==> src/rtl/idu_gpr_pkg.sv <==
// Shared GPR writeback constants and helpers.
// Used by the IDU writeback decode and pending-count logic.
package idu_gpr_pkg;

  localparam int NUM_GPR = 32;
  localparam int IDX_W   = 5;
  localparam int DATA_W  = 64;
  localparam int CNT_W   = 2;

  localparam logic [IDX_W-1:0] GPR_X0  = '0;
  localparam logic [CNT_W-1:0] CNT_MAX = '1;

  function automatic logic [NUM_GPR-1:0] gpr_onehot(
    input logic [IDX_W-1:0] idx
  );
    logic [NUM_GPR-1:0] v;
    v      = '0;
    v[idx] = 1'b1;
    return v;
  endfunction

endpackage

==> src/rtl/aq_idu_id_gpr_pend_cnt.sv <==
// Pending-write counter for one GPR.
// Up on dispatch, down by 0..2 writebacks, flush clears.
module aq_idu_id_gpr_pend_cnt
  import idu_gpr_pkg::*;
(
  input  logic             forever_cpuclk,
  input  logic             cpurst,
  input  logic             flush,
  input  logic             inc,
  input  logic [1:0]       dec,
  output logic [CNT_W-1:0] cnt
);

  logic [CNT_W:0]   up;
  logic [CNT_W:0]   dn;
  logic [CNT_W:0]   diff;
  logic [CNT_W-1:0] cnt_nxt;

  // Net update, clamped to 0 on underflow and to CNT_MAX on overflow
  always_comb begin
    up      = {1'b0, cnt} + (CNT_W+1)'(inc);
    dn      = (CNT_W+1)'(dec);
    diff    = up - dn;
    cnt_nxt = diff[CNT_W-1:0];
    if (dn > up)
      cnt_nxt = '0;
    else if (diff > {1'b0, CNT_MAX})
      cnt_nxt = CNT_MAX;
  end

  // Counter register; flush wins over inc/dec
  always_ff @(posedge forever_cpuclk) begin
    if (cpurst)
      cnt <= '0;
    else if (flush)
      cnt <= '0;
    else
      cnt <= cnt_nxt;
  end

  a_no_underflow: assert property (
    @(posedge forever_cpuclk) disable iff (cpurst || flush)
    dn <= up
  );

endmodule

==> src/rtl/aq_idu_id_gpr_wb_ctrl.sv <==
// IDU GPR writeback decode and pending-write tracking.
// One-cycle writeback register stage plus per-register busy/stall.
module aq_idu_id_gpr_wb_ctrl
  import idu_gpr_pkg::*;
(
  input  logic               forever_cpuclk,
  input  logic               cpurst,
  input  logic               rtu_idu_wb0_vld,
  input  logic [IDX_W-1:0]   rtu_idu_wb0_preg,
  input  logic [DATA_W-1:0]  rtu_idu_wb0_data,
  input  logic               rtu_idu_wb1_vld,
  input  logic [IDX_W-1:0]   rtu_idu_wb1_preg,
  input  logic [DATA_W-1:0]  rtu_idu_wb1_data,
  input  logic               id_dispatch_vld,
  input  logic [IDX_W-1:0]   id_dispatch_preg,
  input  logic               rtu_yy_xx_flush,
  output logic [NUM_GPR-1:0] wb0_vld_x,
  output logic [NUM_GPR-1:0] wb1_vld_x,
  output logic [DATA_W-1:0]  idu_gpr_wb0_data,
  output logic [DATA_W-1:0]  idu_gpr_wb1_data,
  output logic [NUM_GPR-1:0] gpr_busy,
  output logic               idu_id_dispatch_stall
);

  logic [NUM_GPR-1:0] wb0_hit;
  logic [NUM_GPR-1:0] wb1_hit;
  logic [NUM_GPR-1:0] wb0_en;
  logic [NUM_GPR-1:0] wb1_en;
  logic               disp_wb_hit;
  logic [CNT_W-1:0]   cnt [NUM_GPR];

  // Decode ports; x0 dropped, younger port wins a collision
  always_comb begin
    wb0_hit = rtu_idu_wb0_vld ? gpr_onehot(rtu_idu_wb0_preg) : '0;
    wb1_hit = rtu_idu_wb1_vld ? gpr_onehot(rtu_idu_wb1_preg) : '0;
    wb1_en  = wb1_hit & ~gpr_onehot(GPR_X0);
    wb0_en  = wb0_hit & ~wb1_hit & ~gpr_onehot(GPR_X0);
  end

  // Stall when target is saturated and no writeback frees it now
  always_comb begin
    disp_wb_hit =
      (rtu_idu_wb0_vld && rtu_idu_wb0_preg == id_dispatch_preg) ||
      (rtu_idu_wb1_vld && rtu_idu_wb1_preg == id_dispatch_preg);
    idu_id_dispatch_stall = id_dispatch_vld &&
      cnt[id_dispatch_preg] == CNT_MAX && !disp_wb_hit;
  end

  // Writeback register stage; flush does not cancel retired results
  always_ff @(posedge forever_cpuclk) begin
    if (cpurst) begin
      wb0_vld_x        <= '0;
      wb1_vld_x        <= '0;
      idu_gpr_wb0_data <= '0;
      idu_gpr_wb1_data <= '0;
    end else begin
      wb0_vld_x        <= wb0_en;
      wb1_vld_x        <= wb1_en;
      idu_gpr_wb0_data <= rtu_idu_wb0_vld ? rtu_idu_wb0_data : '0;
      idu_gpr_wb1_data <= rtu_idu_wb1_vld ? rtu_idu_wb1_data : '0;
    end
  end

  assign cnt[0] = '0;

  for (genvar i = 1; i < NUM_GPR; i++) begin : g_cnt
    logic       inc;
    logic [1:0] dec;
    assign inc = id_dispatch_vld && !idu_id_dispatch_stall &&
                 id_dispatch_preg == IDX_W'(i);
    assign dec = {wb0_hit[i] & wb1_hit[i], wb0_hit[i] ^ wb1_hit[i]};
    aq_idu_id_gpr_pend_cnt u_cnt (
      .forever_cpuclk (forever_cpuclk),
      .cpurst         (cpurst),
      .flush          (rtu_yy_xx_flush),
      .inc            (inc),
      .dec            (dec),
      .cnt            (cnt[i])
    );
  end

  for (genvar i = 0; i < NUM_GPR; i++) begin : g_busy
    assign gpr_busy[i] = cnt[i] != '0;
  end

endmodule
==> config.mk <==
export PLATFORM = sky130hd
export DESIGN_NAME = aq_idu_id_gpr_wb_ctrl
export DESIGN_NICKNAME = d
export VERILOG_FILES = /design/src/rtl/idu_gpr_pkg.sv /design/src/rtl/aq_idu_id_gpr_pend_cnt.sv /design/src/rtl/aq_idu_id_gpr_wb_ctrl.sv
export SDC_FILE = /design/constraint.sdc
export NUM_CORES = 1
export LEC_CHECK = 0
export BUFFER_PORTS_ARGS = -buffer_cell sky130_fd_sc_hd__buf_2
export CAP_MARGIN = 40
export CORE_MARGIN = 2
export CORE_UTILIZATION = 57
export DETAILED_ROUTE_END_ITERATION = 7
export HOLD_SLACK_MARGIN = 0.08
export PLACE_DENSITY = 0.91
export REMOVE_ABC_BUFFERS = 1
export SLEW_MARGIN = 10
export SYNTH_ARGS = -nofsm -noshare
export SYNTH_HDL_FRONTEND = slang
export SYNTH_SLANG_ARGS = --single-unit
==> constraint.sdc <==
create_clock -name forever_cpuclk -period 4.74 [get_ports forever_cpuclk]
set_input_delay 0.474 -clock forever_cpuclk [delete_from_list [all_inputs] [get_ports forever_cpuclk]]
set_output_delay 0.474 -clock forever_cpuclk [all_outputs]
set_load 0.01 [all_outputs]
==> impl_metrics.py <==
metrics = {
    "floorplan": {
        "die_y_um": 155.2,
        "die_w_um": 155.2,
        "core-area_mm2": 0.02250,
        "io_pins": 374,
        "initial_utilization_pct": 57.87,
        "placementRows": 55,
        "die_area_mm2": 0.02407,
    },
    "global_route": {
        "grt.total_usage_pct": 30.06,
        "overflow": 0,
        "grt_max_degree": 59,
        "antenna_found_initial": 4,
        "grt_first_pass_wirelength_mm": 56.24,
        "grt_pass1_vias": 11020,
    },
    "worst_setup_path": {
        "r2r-end": "g_cnt[6].u_cnt.cnt[0]",
        "rr_worst_depth": 12,
        "r2r_start": "g_cnt[10].u_cnt.cnt[1]",
        "required_ns": 5.20,
        "arrival_ns": 3.94,
        "rrSetupSlack_ns": 1.33,
        "criticalPathCategory": "in2reg",
        "crit_fanout": 25,
        "setup.worst_path.start_class": "primary input",
        "crit_path_end_kind": "register",
    },
    "timing": {
        "tns_ns": 0,
        "max_freq_mhz": 288.1,
        "clock_skew_ns": 0.01830,
        "rsz0062_at_grt": "false",
        "relSlewSlack_pct": 36.34,
        "slew_violations": 0,
        "min_period_ns": 3.472,
        "hold_viol": 0,
        "worstMarginPinSlew_ns": 0.9508,
        "min_period_over_period_pct": 73.24,
        "setup_viol": 0,
    },
    "synthesis": {
        "syn_inst": 1366,
        "ys_seq_area_share_pct": 38.74,
        "synth_cell_type_count": 48,
        "ys.flop_type": "dfxtp_1",
        "synth.avg_cell_area_um2": 9.533,
        "mappedNetlistArea_mm2": 0.01302,
        "synth_seq_cells": 252,
        "ys_warn_count": 0,
        "synth_edf_count": 0,
        "async_flop_share_pct": 0,
    },
    "layout": {
        "syn_to_final_growth_pct": 23.13,
        "final_common_cell": "buf_2",
        "nets": 2091,
        "layout.cells.most_common_list": "buf_2, dfxtp_1, inv_1",
        "drive_gt1_share_pct": 27.55,
        "fin_area_mm2": 0.01603,
    },
    "placed_design": {
        "dpl.hpwl_mm": 28.85,
        "port_buffers": 370,
        "placed_area_mm2": 0.01514,
        "gp_congestion": 0.8784,
    },
    "flow_run": {
        "maxCapViolations": 0,
    },
    "status": {
        "outcome": "complete, no violations",
    },
    "clock_network": {
        "clock_latency_ns": 0.54,
        "numCtsBuffers": 27,
        "clock_sinks": 252,
        "cts_root_buf": "clkbuf_16",
        "cts.hold.buffers_added": 0,
        "cts.clk_slew.worst_paths_ns": 0.06,
        "ctsResizeCount": 0,
        "cts_tree": "yes",
        "post_cts_buffers": 0,
        "cts_max_level": 1,
        "cts_buffer_depth": 3,
    },
    "detailed_routing": {
        "drt-total-wl_mm": 37.36,
        "drt_iter0_drc": 732,
        "ant_nets": 0,
        "wire_per_inst_um": 18.36,
        "num_vias": 10720,
        "drc": 0,
        "drt_pass1_iterations": 5,
        "vias_per_cell": 5.265,
    },
    "min_path": {
        "hp-class": "in2reg",
        "holdPathEnd": "idu_gpr_wb0_data[1]",
        "whs_path_depth": 2,
        "min_from": "rtu_idu_wb0_data[1]",
    },
    "power": {
        "comb_power_share_pct": 9.3,
        "p_leak_uw": 0.008321,
        "p_int_uw": 3573,
        "seqPwrFrac_pct": 46.7,
        "switchingPower_uw": 1134,
        "peakVddDrop_uv": 258.7,
        "power.density_mw_per_mm2": 293.6,
        "clockPowerShare_pct": 44.0,
        "switching_share_pct": 24.09,
    },
}
worst max path at each step:
stage	start	endpoint	slack (ns)	cells after the start
3_3_place_gp	id_dispatch_preg[1]	g_cnt[3].u_cnt.cnt[0]	0.97	15
5_1_grt	id_dispatch_preg[1]	g_cnt[31].u_cnt.cnt[0]	1.14	14
3_5_place_dp	id_dispatch_preg[1]	g_cnt[11].u_cnt.cnt[0]	0.84	14
2_1_floorplan	id_dispatch_preg[0]	g_cnt[3].u_cnt.cnt[0]	1.41	11
4_1_cts	id_dispatch_preg[1]	g_cnt[26].u_cnt.cnt[0]	1.37	14
6_report	id_dispatch_preg[1]	g_cnt[26].u_cnt.cnt[0]	1.27	14
cells by family after synthesis:
kind of cell / share of synthesized area (%)
XOR/XNOR: 2.757
buffers and inverters: 8.494
AND/OR/NAND/NOR: 19.31
multiplexers: 2.066
AO/OA/AOI/OAI: 4.180
flip-flops: 38.74
adder cells (fa/ha/maj): 24.42
other: 0.02880
metrics by stage:
step	hold WS (ns)	power, uW	setup WS (ns)	cells	utilization [%]
6_report	0.1334	4707	1.268	2035	71.25
5_1_grt	0.1230	4868	1.142	2035	71.25
4_1_cts	0.1228	4731	1.374	2031	71.21
3_5_place_dp	0.6758	2672	0.8416	1981	67.27
3_3_place_gp	0.6730	2649	0.9686	1977	66.92
2_1_floorplan	0.5456	2445	1.412	1319	-
area by class of cell:
class,instances,area (um^2)
inverter,233,877.1
clock inverter,12,98.84
timing repair buffer,377,1953
antenna,4,10.01
tap,285,356.6
multi-input combinational,834,6907
sequential,252,5045
clock buffer,38,787.0
fill,1576,6469
Yosys cell counts, types with 6 or more instances:
cell type,number,area [um^2]
inv_1,232,870.8
o31ai_1,32,240.2
buf_2,6,30.03
nor2b_1,56,350.3
or2_2,31,193.9
mux4_2,11,247.7
nand2_1,78,292.8
nor2_1,131,491.7
nand3b_1,7,52.55
and2_1,130,813.3
dfxtp_1,252,5045
nand3_1,7,35.03
a21oi_1,27,135.1
clkbuf_1,35,131.4
xor2_1,17,148.9
fa_1,62,1241
xnor2_1,24,210.2
nor3_1,15,75.07
ha_1,155,1939
registers in the layout, summed over array words and instances, names as in the netlist:
name / flops
idu_gpr_wb0_data: 64
idu_gpr_wb1_data: 64
g_cnt.u_cnt.cnt: 62
wb0_vld_x: 31
wb1_vld_x: 31
power groups by stage:
stage	registers (uW)	clock network [uW]	logic (uW)
after floorplan	2260	0	180
after global placement	2240	0	405
after detailed placement	2240	0	428
after CTS	2200	2100	434
after global routing	2200	2190	476
final	2200	2070	438
metal layers:
layer | share of wire [%] | track usage (%)
met1 | 35 | 33.08
met2 | 51 | 54.03
met3 | 8.7 | 6.100
met4 | 5.5 | 17.06
met5 | 0 | 0
critical path, stage by stage:
cell and delay, ns:
buf_2 0.49, mux4_2 0.33, a22oi_1 0.09, and3_1 0.25
nor3_2 0.59, a211oi_1 0.20, ha_1 0.34, inv_1 0.07
ha_1 0.17, inv_1 0.06, fa_1 0.39, xnor2_1 0.25
nor2b_1 0.09, nor2_1 0.12
Power figures use the tool's default switching activity.
